--- config.mk ---
export PLATFORM = sky130hd
export DESIGN_NAME = mem_io_bridge
export DESIGN_NICKNAME = d
export VERILOG_FILES = /design/src/rtl/mem_io_bridge.sv
export SDC_FILE = /design/constraint.sdc
export NUM_CORES = 1
export LEC_CHECK = 0
export CORE_ASPECT_RATIO = 1.4
export CORE_UTILIZATION = 30
export CTS_CLUSTER_DIAMETER = 40
export DETAILED_ROUTE_END_ITERATION = 10
export GPL_TIMING_DRIVEN = 0
export PLACE_DENSITY_LB_ADDON = 0.1
export SLEW_MARGIN = 20
export SYNTH_ARGS = -nofsm -noshare
export SYNTH_HDL_FRONTEND = slang
export SYNTH_SLANG_ARGS = --single-unit
export TNS_END_PERCENT = 20
--- constraint.sdc ---
create_clock -name clk -period 3.6 [get_ports clk]
set_input_delay 0.36 -clock clk [delete_from_list [all_inputs] [get_ports clk]]
set_output_delay 0.36 -clock clk [all_outputs]
set_load 0.01 [all_outputs]
--- src/rtl/mem_io_bridge.sv ---
// Purpose : routes CPU memory-port accesses to block RAM or to I/O registers (LED, switches, tick timer, TX FIFO).
// Latency : read data arrives one cycle after the address, whether it comes from RAM or I/O.
// Backpressure: the TX FIFO drains on txValid & txReady; a push into a full FIFO with no pop is dropped and flags overflow.
//
// Ports:
//   clk, reset          - rising-edge clock, asynchronous active-low reset
//   outAddr, memWriteData, memWrite, memDataInbound - CPU memory port
//   ramAddr, ramWriteData, ramWe, ramReadData       - synchronous block RAM port
//   switches, leds      - board switches (asynchronous) and LED register
//   txData, txValid, txReady - byte stream toward a serial/display consumer
module mem_io_bridge #(
  parameter logic [15:0] IO_BASE    = 16'hFF00,
  parameter int          TICK_DIV   = 50000,
  parameter int          FIFO_DEPTH = 4
) (
  input  logic        clk,
  input  logic        reset,
  input  logic [15:0] outAddr,
  input  logic [15:0] memWriteData,
  input  logic        memWrite,
  output logic [15:0] memDataInbound,
  output logic [15:0] ramAddr,
  output logic [15:0] ramWriteData,
  output logic        ramWe,
  input  logic [15:0] ramReadData,
  input  logic [9:0]  switches,
  output logic [9:0]  leds,
  output logic [7:0]  txData,
  output logic        txValid,
  input  logic        txReady
);

  localparam int              PRE_W         = (TICK_DIV > 1) ? $clog2(TICK_DIV) : 1;
  localparam logic [PRE_W-1:0] PRE_LAST     = PRE_W'(TICK_DIV - 1);
  localparam int              PTR_W         = (FIFO_DEPTH > 1) ? $clog2(FIFO_DEPTH) : 1;
  localparam logic [3:0]      FIFO_FULL_CNT = 4'(FIFO_DEPTH);

  // ---------------------------------------------------------------- decode
  logic        isIo;
  logic [15:0] ioOffset;
  logic        selLed, selSw, selTick, selTxData, selTxStat;

  assign isIo      = (outAddr >= IO_BASE);
  assign ioOffset  = outAddr - IO_BASE;
  assign selLed    = isIo && (ioOffset == 16'h0000);
  assign selSw     = isIo && (ioOffset == 16'h0001);
  assign selTick   = isIo && (ioOffset == 16'h0002);
  assign selTxData = isIo && (ioOffset == 16'h0003);
  assign selTxStat = isIo && (ioOffset == 16'h0004);

  assign ramAddr      = outAddr;
  assign ramWriteData = memWriteData;
  assign ramWe        = memWrite & ~isIo;

  // ---------------------------------------------------------------- LEDs
  always_ff @(posedge clk or negedge reset) begin
    if (!reset) begin
      leds <= '0;
    end else if (memWrite && selLed) begin
      leds <= memWriteData[9:0];
    end
  end

  // ---------------------------------------------------------------- switches
  // Two-flop synchronizer; only the second stage is ever observed.
  logic [9:0] swMeta, swSync;

  always_ff @(posedge clk or negedge reset) begin
    if (!reset) begin
      swMeta <= '0;
      swSync <= '0;
    end else begin
      swMeta <= switches;
      swSync <= swMeta;
    end
  end

  // ---------------------------------------------------------------- timer
  logic [PRE_W-1:0] prescaler;
  logic [15:0]      tickCount;

  // A TICK write takes priority over a coincident terminal count.
  always_ff @(posedge clk or negedge reset) begin
    if (!reset) begin
      prescaler <= '0;
      tickCount <= '0;
    end else if (memWrite && selTick) begin
      prescaler <= '0;
      tickCount <= '0;
    end else if (prescaler == PRE_LAST) begin
      prescaler <= '0;
      tickCount <= tickCount + 16'd1;
    end else begin
      prescaler <= prescaler + 1'b1;
    end
  end

  // ---------------------------------------------------------------- TX FIFO
  logic [7:0]       fifoMem [FIFO_DEPTH];
  logic [PTR_W-1:0] wrPtr, rdPtr;
  logic [3:0]       fifoCount;
  logic             overflow;
  logic             fifoEmpty, fifoFull;
  logic             pushReq, pushOk, pop;

  assign fifoEmpty = (fifoCount == 4'd0);
  assign fifoFull  = (fifoCount == FIFO_FULL_CNT);
  assign txValid   = ~fifoEmpty;
  assign pop       = txValid & txReady;
  assign pushReq   = memWrite & selTxData;
  // A simultaneous pop frees the slot, so a full FIFO can still accept.
  assign pushOk    = pushReq & (~fifoFull | pop);
  // Gated so stale storage never leaks out while empty or in reset.
  assign txData    = txValid ? fifoMem[rdPtr] : 8'h00;

  always_ff @(posedge clk) begin
    if (pushOk) begin
      fifoMem[wrPtr] <= memWriteData[7:0];
    end
  end

  always_ff @(posedge clk or negedge reset) begin
    if (!reset) begin
      wrPtr     <= '0;
      rdPtr     <= '0;
      fifoCount <= '0;
      overflow  <= 1'b0;
    end else begin
      if (pushOk) wrPtr <= wrPtr + 1'b1;
      if (pop)    rdPtr <= rdPtr + 1'b1;
      case ({pushOk, pop})
        2'b10:   fifoCount <= fifoCount + 4'd1;
        2'b01:   fifoCount <= fifoCount - 4'd1;
        default: fifoCount <= fifoCount;
      endcase
      if (memWrite && selTxStat) begin
        overflow <= 1'b0;
      end else if (pushReq && fifoFull && !pop) begin
        overflow <= 1'b1;
      end
    end
  end

  // ---------------------------------------------------------------- readback
  logic [15:0] ioReadVal;

  always_comb begin
    ioReadVal = 16'h0000;
    if (selLed)         ioReadVal = {6'b0, leds};
    else if (selSw)     ioReadVal = {6'b0, swSync};
    else if (selTick)   ioReadVal = tickCount;
    else if (selTxStat) ioReadVal = {8'b0, fifoCount, 1'b0, overflow, fifoFull, fifoEmpty};
  end

  // Registering the I/O value alongside the route bit matches the RAM's
  // own one-cycle read latency, so the CPU sees a single timing.
  logic        rdIsIo;
  logic [15:0] rdIoData;

  always_ff @(posedge clk or negedge reset) begin
    if (!reset) begin
      rdIsIo   <= 1'b0;
      rdIoData <= '0;
    end else begin
      rdIsIo   <= isIo;
      rdIoData <= ioReadVal;
    end
  end

  assign memDataInbound = rdIsIo ? rdIoData : ramReadData;

endmodule

---- Word level (Yosys, flattened, before mapping) ----
Memory sizes are Yosys's and may differ from the RTL's.
Cells that the tools add are included.
operators by class
  multiplexer cells ....................... 15
  bitwise operators ....................... 8
  add/sub/neg operators ................... 7
  order comparisons ....................... 1
  reduce and logical (&&, ||, !) cells .... 16
  equality and inequality tests ........... 8
operator list
  kind                                                                number
  16-bit two-way mux                                                  8
  16-bit by 1-bit adder with 16-bit output, second input constant     2
  16-bit by 2-bit == test with 1-bit output, second input constant    2
  16-bit by 1-bit == test with 1-bit output, second input constant    1
  16-bit == test, second input constant                               1
  16-bit by 3-bit == test with 1-bit output, second input constant    1
  16-bit >= comparator, second input constant                         1
  16-bit logical NOT                                                  1
  8-bit two-way mux                                                   2
  16-bit subtractor, second input constant                            1
  1-bit logical AND                                                   10
  4-bit case mux with 2 select lines                                  1
  2-bit nonzero test                                                  3
  2-bit by 1-bit adder with 2-bit output, second input constant       2
  4-bit by 1-bit adder with 4-bit output, second input constant       1
  1-bit AND                                                           4
  4-bit by 3-bit == test with 1-bit output, second input constant     1
  4-bit logical NOT                                                   1
  1-bit two-way mux                                                   4
  4-bit by 1-bit subtractor with 4-bit output, second input constant  1
  1-bit NOT                                                           3
  2-bit by 1-bit == test with 1-bit output, second input constant     1
  2-bit == test, second input constant                                1
  1-bit logical NOT                                                   1
  1-bit bitwise OR                                                    1
word-level totals
  memory bits (writable) .................. 32
  memories ................................ 1
  output and inout bits ................... 68
  word-level logic and storage cells ...... 67
  bits in registers ....................... 88
memory list
  memory   words  width  read ports  clocked after Yosys merged registers in  wr ports  line  RTL
  fifoMem  4      8      1           0                                        1         99    logic [7:0] fifoMem [FIFO_DEPTH];

---- Longest topological paths before layout ----
Gate-level depths: netlist (run 1).
  depth after elaboration ................. 8
  depth in mapped cells ................... 10
  gate-level depth less buffers ........... 10

---- Worst setup path before layout (run 1) ----
OpenSTA, ideal clock, no wires.
  path type ............................... in2reg
  from .................................... input port outAddr[5]
  to ...................................... register fifoCount[3]
  library setup time ...................... 0.129 ns
  data arrival time ....................... 2.462 ns
  cell stages on the path ................. 10
  path slack .............................. 1.009 ns
  buffers on the path ..................... 0
  path through ............................ or4_4 -> nor4_4 -> a21o_1 -> inv_1 -> ha_1 -> a21o_1 -> a21o_1 -> nand2_1 -> o22ai_1 -> xor2_1
on the way
  word-level cells in the longest chain between the ends .. 7
  elaborated cells on any way between the ends .. 10
  those cells by class .................... add/sub (1); order compare (1); eq/ne (3); mux (1); bitwise (2); reduce/logical (2)
RTL lines
  what                                                                       line  RTL
  start, declared                                                            18    input logic [15:0] outAddr,
  16-bit subtractor                                                          44    assign ioOffset = outAddr - IO_BASE;
  16-bit by 2-bit == test with 1-bit output                                  48    assign selTxData = isIo && (ioOffset == 16'h0003);
  1-bit logical AND *                                                        48
  1-bit AND *                                                                110   assign pushReq = memWrite & selTxData;
  1-bit AND *                                                                112   assign pushOk = pushReq & (~fifoFull | pop);
  2-bit by 1-bit == test with 1-bit output or 2-bit == test (tied branches)  131   case ({pushOk, pop})
  4-bit case mux with 2 select lines or 2-bit nonzero test (tied branches)   n/a
  end signal, assigned                                                       132   2'b10: fifoCount <= fifoCount + 4'd1;
  end signal, assigned                                                       133   2'b01: fifoCount <= fifoCount - 4'd1;
  end signal, assigned                                                       134   default: fifoCount <= fifoCount;
  end, declared                                                              101   logic [3:0] fifoCount;
Mark *: on every way between the ends. The rest lies on a longest branch, timed or not.
A chain may end at the register's enable or synchronous reset.

---- Worst setup path after layout (run 1) ----
  from .................................... register rdPtr[0]
  to ...................................... output port txData[3]
on the way
  word-level cells in the longest chain between the ends .. 2
RTL lines
  what                    line  RTL
  start, declared         100   logic [PTR_W-1:0] wrPtr, rdPtr;
  start signal, assigned  130   if (pop) rdPtr <= rdPtr + 1'b1;
  memory 4 x 8 bit        n/a
  8-bit two-way mux       114   assign txData = txValid ? fifoMem[rdPtr] : 8'h00;
  end, declared           28    output logic [7:0] txData,
Every way passes these cells.

==> out/metrics.yaml, run 1 <==
status: "completed"
wl_per_cell_um: 15.4
clock_sinks: 120
layout-drive-gt1-share_pct: 18.6
avgSynthCellArea_um2: 12.4
hold_viol_final: 0
multi_input_comb_area_um2: 1990
clock_skew_ns: 0.0102
min-delay-path-class: "register to register"
power-per-cell-area_nw_per_um2: 505
slowest_delay_ns: 0.61
first_global_vias: 4028
cts_resized: 0
antennaDiodeCount: 0
setup_viol: 0
finalNonFillerCells: 842
seqPwrFrac_pct: 39.1
worst_skew_pair.late_latency_ns: 0.41
vias: 3772
crit_family: "buffers and inverters"
htreeDepth: 4
dp_cells: 809
grt_usage_pct: 14.5
grt_max_degree: 61
core_um2: 18000
crit_chain: "clkbuf_1, mux4_2, and2_1, clkdlybuf4s50_1"
port_buffers: 123
wirelength_um: 13000
critPathMaxFanout: 10
dieHeight_um: 162
comb_power_share_pct: 19.2
worstSetupPathType: "register to primary output"
critPathBufInv: 2
utilization_pct: 42.5
cp_num_cells: 4
antenna_found_initial: 0
ioPinCount: 130
synthesis.nets: 516
grt_overflow: 0
clock_path_buffers: 2
placement.cell_area_um2: 7070
dieArea_um2: 18900
drv_cap: 0
synth_edf_count: 32
start_util_pct: 30.6
place_hpwl_um: 9790
syn2layout_area_growth_pct: 38.8
fillers: 1775
cts_buffers: 17
ff_latch_area_um2: 3160
gp_congestion: 0.779
worst_r2r_path_depth: 10
synth-seq-area-share_pct: 57.4
max-vdd-ir-drop_v: 0.000243
p_switching_w: 0.00101
async_flop_share_pct: 73.3
stdcell_area_um2: 7650
rsz0062_at_grt: "no"
worstSetupEndpointType: "primary output"
relSlewSlack_pct: 45.8
p_sw_share_pct: 26.1
p_int_w: 0.00286
clk_pin_slew_ns: 0.06
slowest_stage: "clkbuf_1"
ys_types: 42
period_share_pct: 81.4
fmax_ghz: 0.341
postRouteAntennaNets: 0
drtIter0Drc: 92
clkPwrFrac_pct: 41.7
dr.pass1.iters: 4
synth_seq_cells: 120
cts_hold_buf: 1
finalPower_w: 0.00386
critPathRequiredTime_ns: 3.24
post-cts-setup-buffers: 0
via_per_inst: 4.48
cts-root-buf: "clkbuf_16"
p_leak_nw: 3.19
hold_depth: 0
post-place-ws_ns: 0.274
cts_tree: "built"
drc_errors: 0
synth_warnings: 0
synth_cells: 445
layout_setup_ws_ns: 0.670
ys.flop_type: "dfrtp_1"
synth_area_um2: 5510
rows: 58
nets: 660
grt_pass1_wl_um: 20600
slew_viol_final: 0
worstPathArrival_ns: 2.57
fin_crit_ns: 2.93
worstMarginPinSlew_ns: 0.813
die_w_um: 117
worstSetupStartpointType: "register"
[worst register-to-register path, stage by stage (launching register included)]
cell and delay, ns:
dfrtp_1 0.43, or4_1 0.57, nand2_1 0.17, a21o_1 0.17, inv_1 0.09, ha_1 0.27, a21o_1 0.17, a21o_1 0.18
nand2_1 0.06, o22ai_1 0.09, xor2_1 0.15
[layer usage]
layer  routed length (um)  GRT usage, %  share of wire (%)  vias to the layer above
met1                 5070          15.8                 39                     1863
met4                  211          5.41                1.6                        0
li1                     -             -                  -                     1825
met2                 7360          27.1                 57                       67
met5                    0             0                  0                        -
met3                  323          3.01                2.5                       17
[state kept, by name, indices dropped and copies added (netlist names)]
| register | cells |
|---|---|
| rdPtr | 2 |
| fifoCount | 4 |
| prescaler | 16 |
| rdIsIo | 1 |
| swSync | 10 |
| tickCount | 16 |
| swMeta | 10 |
| fifoMem | 32 |
| overflow | 1 |
| wrPtr | 2 |
| rdIoData | 16 |
| leds | 10 |
[path summary, 6_finish.rpt]
check,startpoint,to,slack (ns)
worst min register to register,swMeta[0],swSync[0],0.34
worst max-delay path,rdPtr[0],txData[3],0.67
worst max register to register,fifoCount[0],fifoCount[3],1.13
worst min-delay path,swMeta[0],swSync[0],0.34
min in group asynchronous,reset,rdIoData[14],0.38
max in group asynchronous,reset,swMeta[2],2.63
[cell usage in the layout (no fill, tap or decap), types with 8 or more instances in the layout]
master           Yosys  routed
a21oi_1              9       9
and2_1              19      19
buf_4               34      34
clkbuf_1            11      11
clkbuf_16            0      17
clkdlybuf4s50_1      0     122
dfrtp_1             88      88
edfxtp_1            32      32
ha_1                 8       8
inv_1               12      12
mux2_2              27      27
mux2i_1             12      12
mux4_2               8       8
nand2_1             21      21
nand3_1             11      11
nand4_1             11      11
nor2_1              45      45
nor3_1               8       8
xnor2_1             23      23
xor2_1              11      11
[power groups by stage]
stage                     Sequential (W)  Combinational [W]  Clock (W)
after CTS                        0.00151           0.000764    0.00165
after detailed placement         0.00154           0.000755          0
after floorplan                  0.00152           0.000418          0
after global routing             0.00152           0.000818    0.00172
after global placement           0.00154           0.000737          0
final                            0.00151           0.000742    0.00161
[area by class of cell]
type	count	share of cell area [%]
Buffer	49	4.11
Clock buffer	17	5.56
Clock inverter	15	1.85
Inverter	12	0.589
Multi-Input combinational cell	264	26.0
Sequential cell	120	41.3
Tap cell	240	3.93
Timing Repair Buffer	125	16.6
[synthesized netlist by cell type (2+ instances only)]
cell type / n / area share [%]
o21ai_0: 6 / 0.54
mux2i_1: 12 / 2.2
mux2_2: 27 / 5.5
mux4_2: 8 / 3.3
nand2_1: 21 / 1.4
buf_2: 2 / 0.18
a22oi_1: 4 / 0.54
edfxtp_1: 32 / 17
nor2b_1: 3 / 0.34
inv_1: 12 / 0.82
a21oi_1: 9 / 0.82
and3_1: 4 / 0.45
nand4_1: 11 / 1.2
nor4_1: 7 / 0.79
ha_1: 8 / 1.8
buf_4: 34 / 4.6
xnor2_1: 23 / 3.7
xor2_1: 11 / 1.7
nand2b_1: 3 / 0.34
nor2_1: 45 / 3.1
or4_1: 3 / 0.41
o221ai_1: 3 / 0.48
clkbuf_1: 11 / 0.75
buf_1: 2 / 0.14
and4_1: 2 / 0.32
or3_1: 2 / 0.23
nor3_1: 8 / 0.73
a21o_1: 3 / 0.41
dfrtp_1: 88 / 40
nand3_1: 11 / 1.0
and2_1: 19 / 2.2
[logic make-up (layout without fill, tap and decap cells)]
group	after synthesis	count (layout)	synth area share [%]
muxes	47	47	11.0
xor gates and xnor gates	34	34	5.40
adders and majority gates	9	9	2.18
buffers and inverters	61	218	6.51
and+or+nand+nor	148	148	14.7
DFF	120	120	57.4
AOI/OAI and AO/OA	26	26	2.91
[stage by stage]
stage | hold slack, ns | TNS [ns]
final | 0.340 | 0
after CTS | 0.344 | 0
after global routing | 0.350 | 0
after detailed placement | 0.257 | 0
after floorplan | 0.0644 | 0
after global placement | 0.335 | -102.59
(Power assumes the default switching activity.)
==> inputs of run 2 (changes only) <==
==> constraint.sdc (replaced) <==
create_clock -name clk -period 2.9 [get_ports clk]
set_input_delay 0.29 -clock clk [delete_from_list [all_inputs] [get_ports clk]]
set_output_delay 0.29 -clock clk [all_outputs]
set_load 0.01 [all_outputs]
==> run 2 against run 1 <==
First-iteration DRC count rose by 8.7%. Clock power rose by 24%. Power rose by 24%. Core utilization barely moved. Highest routed layer unchanged. Hold slack got worse by 0.034 ns. Cell area barely moved. Sequential power rose by 26%. Setup slack got worse by 0.48 ns. Via count barely moved. Wire length barely moved.
==> out/metrics.yaml, run 2 (synthesized netlist as in run 1, its figures left out) <==
dr.pass1.iters: 4
seqPwrFrac_pct: 40.0
post-cts-setup-buffers: 0
worstPathArrival_ns: 3.00
multi_input_comb_area_um2: 1990
slew_viol_final: 0
worstMarginPinSlew_ns: 0.653
clock_skew_ns: 0.0108
syn2layout_area_growth_pct: 38.7
ff_latch_area_um2: 3160
worst_skew_pair.late_latency_ns: 0.41
timing.rr.end: "fifoCount[3]"
fmax_ghz: 0.368
port_buffers: 123
p_sw_share_pct: 26.1
cts_tree: "built"
p_int_w: 0.00354
finalPower_w: 0.00479
cts_buffers: 17
nets: 659
wirelength_um: 13000
p_leak_nw: 3.19
fin_crit_ns: 2.71
core_um2: 18000
hold_viol_final: 0
r2r_start: "fifoCount[0]"
htreeDepth: 4
gp_congestion: 0.779
critPathMaxFanout: 10
critPathRequiredTime_ns: 3.19
worst_r2r_path_depth: 10
p_switching_w: 0.00125
worstSetupStartpointType: "primary input"
rsz0062_at_grt: "no"
cts-root-buf: "clkbuf_16"
die_w_um: 117
first_global_vias: 4025
place_hpwl_um: 9790
start_util_pct: 30.6
worstSetupPathType: "primary input to register"
status: "completed"
dieHeight_um: 162
via_per_inst: 4.48
clkPwrFrac_pct: 41.7
worstSetupEndpointType: "register"
antenna_found_initial: 0
dieArea_um2: 18900
wl_per_cell_um: 15.4
postRouteAntennaNets: 0
drc_errors: 0
clock_sinks: 120
rows: 58
period_share_pct: 93.6
layout_common_cells: "122 x clkdlybuf4s50_1, 88 x dfrtp_1, 45 x nor2_1, 34 x buf_4, 32 x edfxtp_1"
grt_overflow: 0
grt_max_degree: 61
min-delay-path-class: "primary input to asynchronous set/reset pin"
comb_power_share_pct: 18.3
grt_pass1_wl_um: 20600
clk_pin_slew_ns: 0.06
largest_reg_flops: 32
drtIter0Drc: 100
drv_cap: 0
startpoint: "outAddr[5]"
power-per-cell-area_nw_per_um2: 627
clock_path_buffers: 2
layout-drive-gt1-share_pct: 18.6
setup_viol: 0
max-vdd-ir-drop_v: 0.000302
r2r_slack_ns: 0.43
grt_usage_pct: 14.5
ioPinCount: 130
fillers: 1774
final_common_cell: "clkdlybuf4s50_1"
utilization_pct: 42.5
relSlewSlack_pct: 56.5
vias: 3771
antennaDiodeCount: 0
top_register: "fifoMem"
[run 2: cell count changes in the layout (fill, tap and decap cells not counted), sizes merged]
cell    previous run  this run
clkbuf            28        27
[run 2: cell type report]
type	instances	area share (%)
clock buffers	17	5.56
multi-input cells	264	26.0
clock inverters	15	1.85
inverters	12	0.589
plain buffers	48	4.06
flip-flops and latches	120	41.4
repair buffers	125	16.6
well taps	240	3.93
[run 2: what timing repair did]
| item | 4_1_cts | 5_1_grt |
|---|---|---|
| pin swaps | 0 | 1 |
| gates cloned | 0 | 0 |
| hold buffers | 1 | 0 |
| resized for setup | 0 | 0 |
| setup endpoints to repair | 8 | 14 |
| hold endpoints to repair | 28 | 0 |
[run 2: metal layers]
| layer | vias to the layer above | GRT usage, % | share of wire, % |
|---|---|---|---|
| li1 | 1825 | - | - |
| met1 | 1864 | 15.8 | 39 |
| met2 | 65 | 27.1 | 57 |
| met3 | 17 | 3.01 | 2.5 |
| met4 | 0 | 5.41 | 1.6 |
| met5 | - | 0 | 0 |
[run 2: worst max path at each step]
| stage | to | slack (ns) |
|---|---|---|
| floorplan | fifoCount[3] | 0.38 |
| global placement | leds[4] | -1.81 |
| detailed placement | fifoCount[3] | -0.36 |
| CTS | fifoCount[3] | 0.08 |
| global route | fifoCount[3] | 0.009 |
| finish | fifoCount[3] | 0.19 |
[run 2: power groups by stage]
stage | sequential, W | combinational (W) | clock, W
final | 0.00191 | 0.000878 | 0.00200
after global routing | 0.00193 | 0.000964 | 0.00213
after CTS | 0.00192 | 0.000901 | 0.00205
after detailed placement | 0.00191 | 0.000937 | 0
after global placement | 0.00191 | 0.000915 | 0
after floorplan | 0.00189 | 0.000518 | 0
[run 2: stage by stage]
step | setup TNS [ns] | instance area, um2 | std cells | setup slack, ns | hold slack (ns)
after floorplan | 0 | 5510 | 445 | 0.379 | -0.00559
after global placement | -174.89 | 7040 | 808 | -1.81 | 0.335
after detailed placement | -18.79 | 7070 | 809 | -0.356 | 0.187
after CTS | 0 | 7650 | 841 | 0.0768 | 0.300
after global routing | 0 | 7650 | 841 | 0.00917 | 0.303
final | 0 | 7650 | 841 | 0.185 | 0.306
[run 2: worst max-delay path, cell delays in order]
cell and delay (ns):
clkdlybuf4s50_1 0.44, or4_4 0.56, nor4_4 0.43, a21o_1 0.27, inv_1 0.09, ha_1 0.27, a21o_1 0.17, a21o_1 0.18
nand2_1 0.06, o22ai_1 0.09, xor2_1 0.15
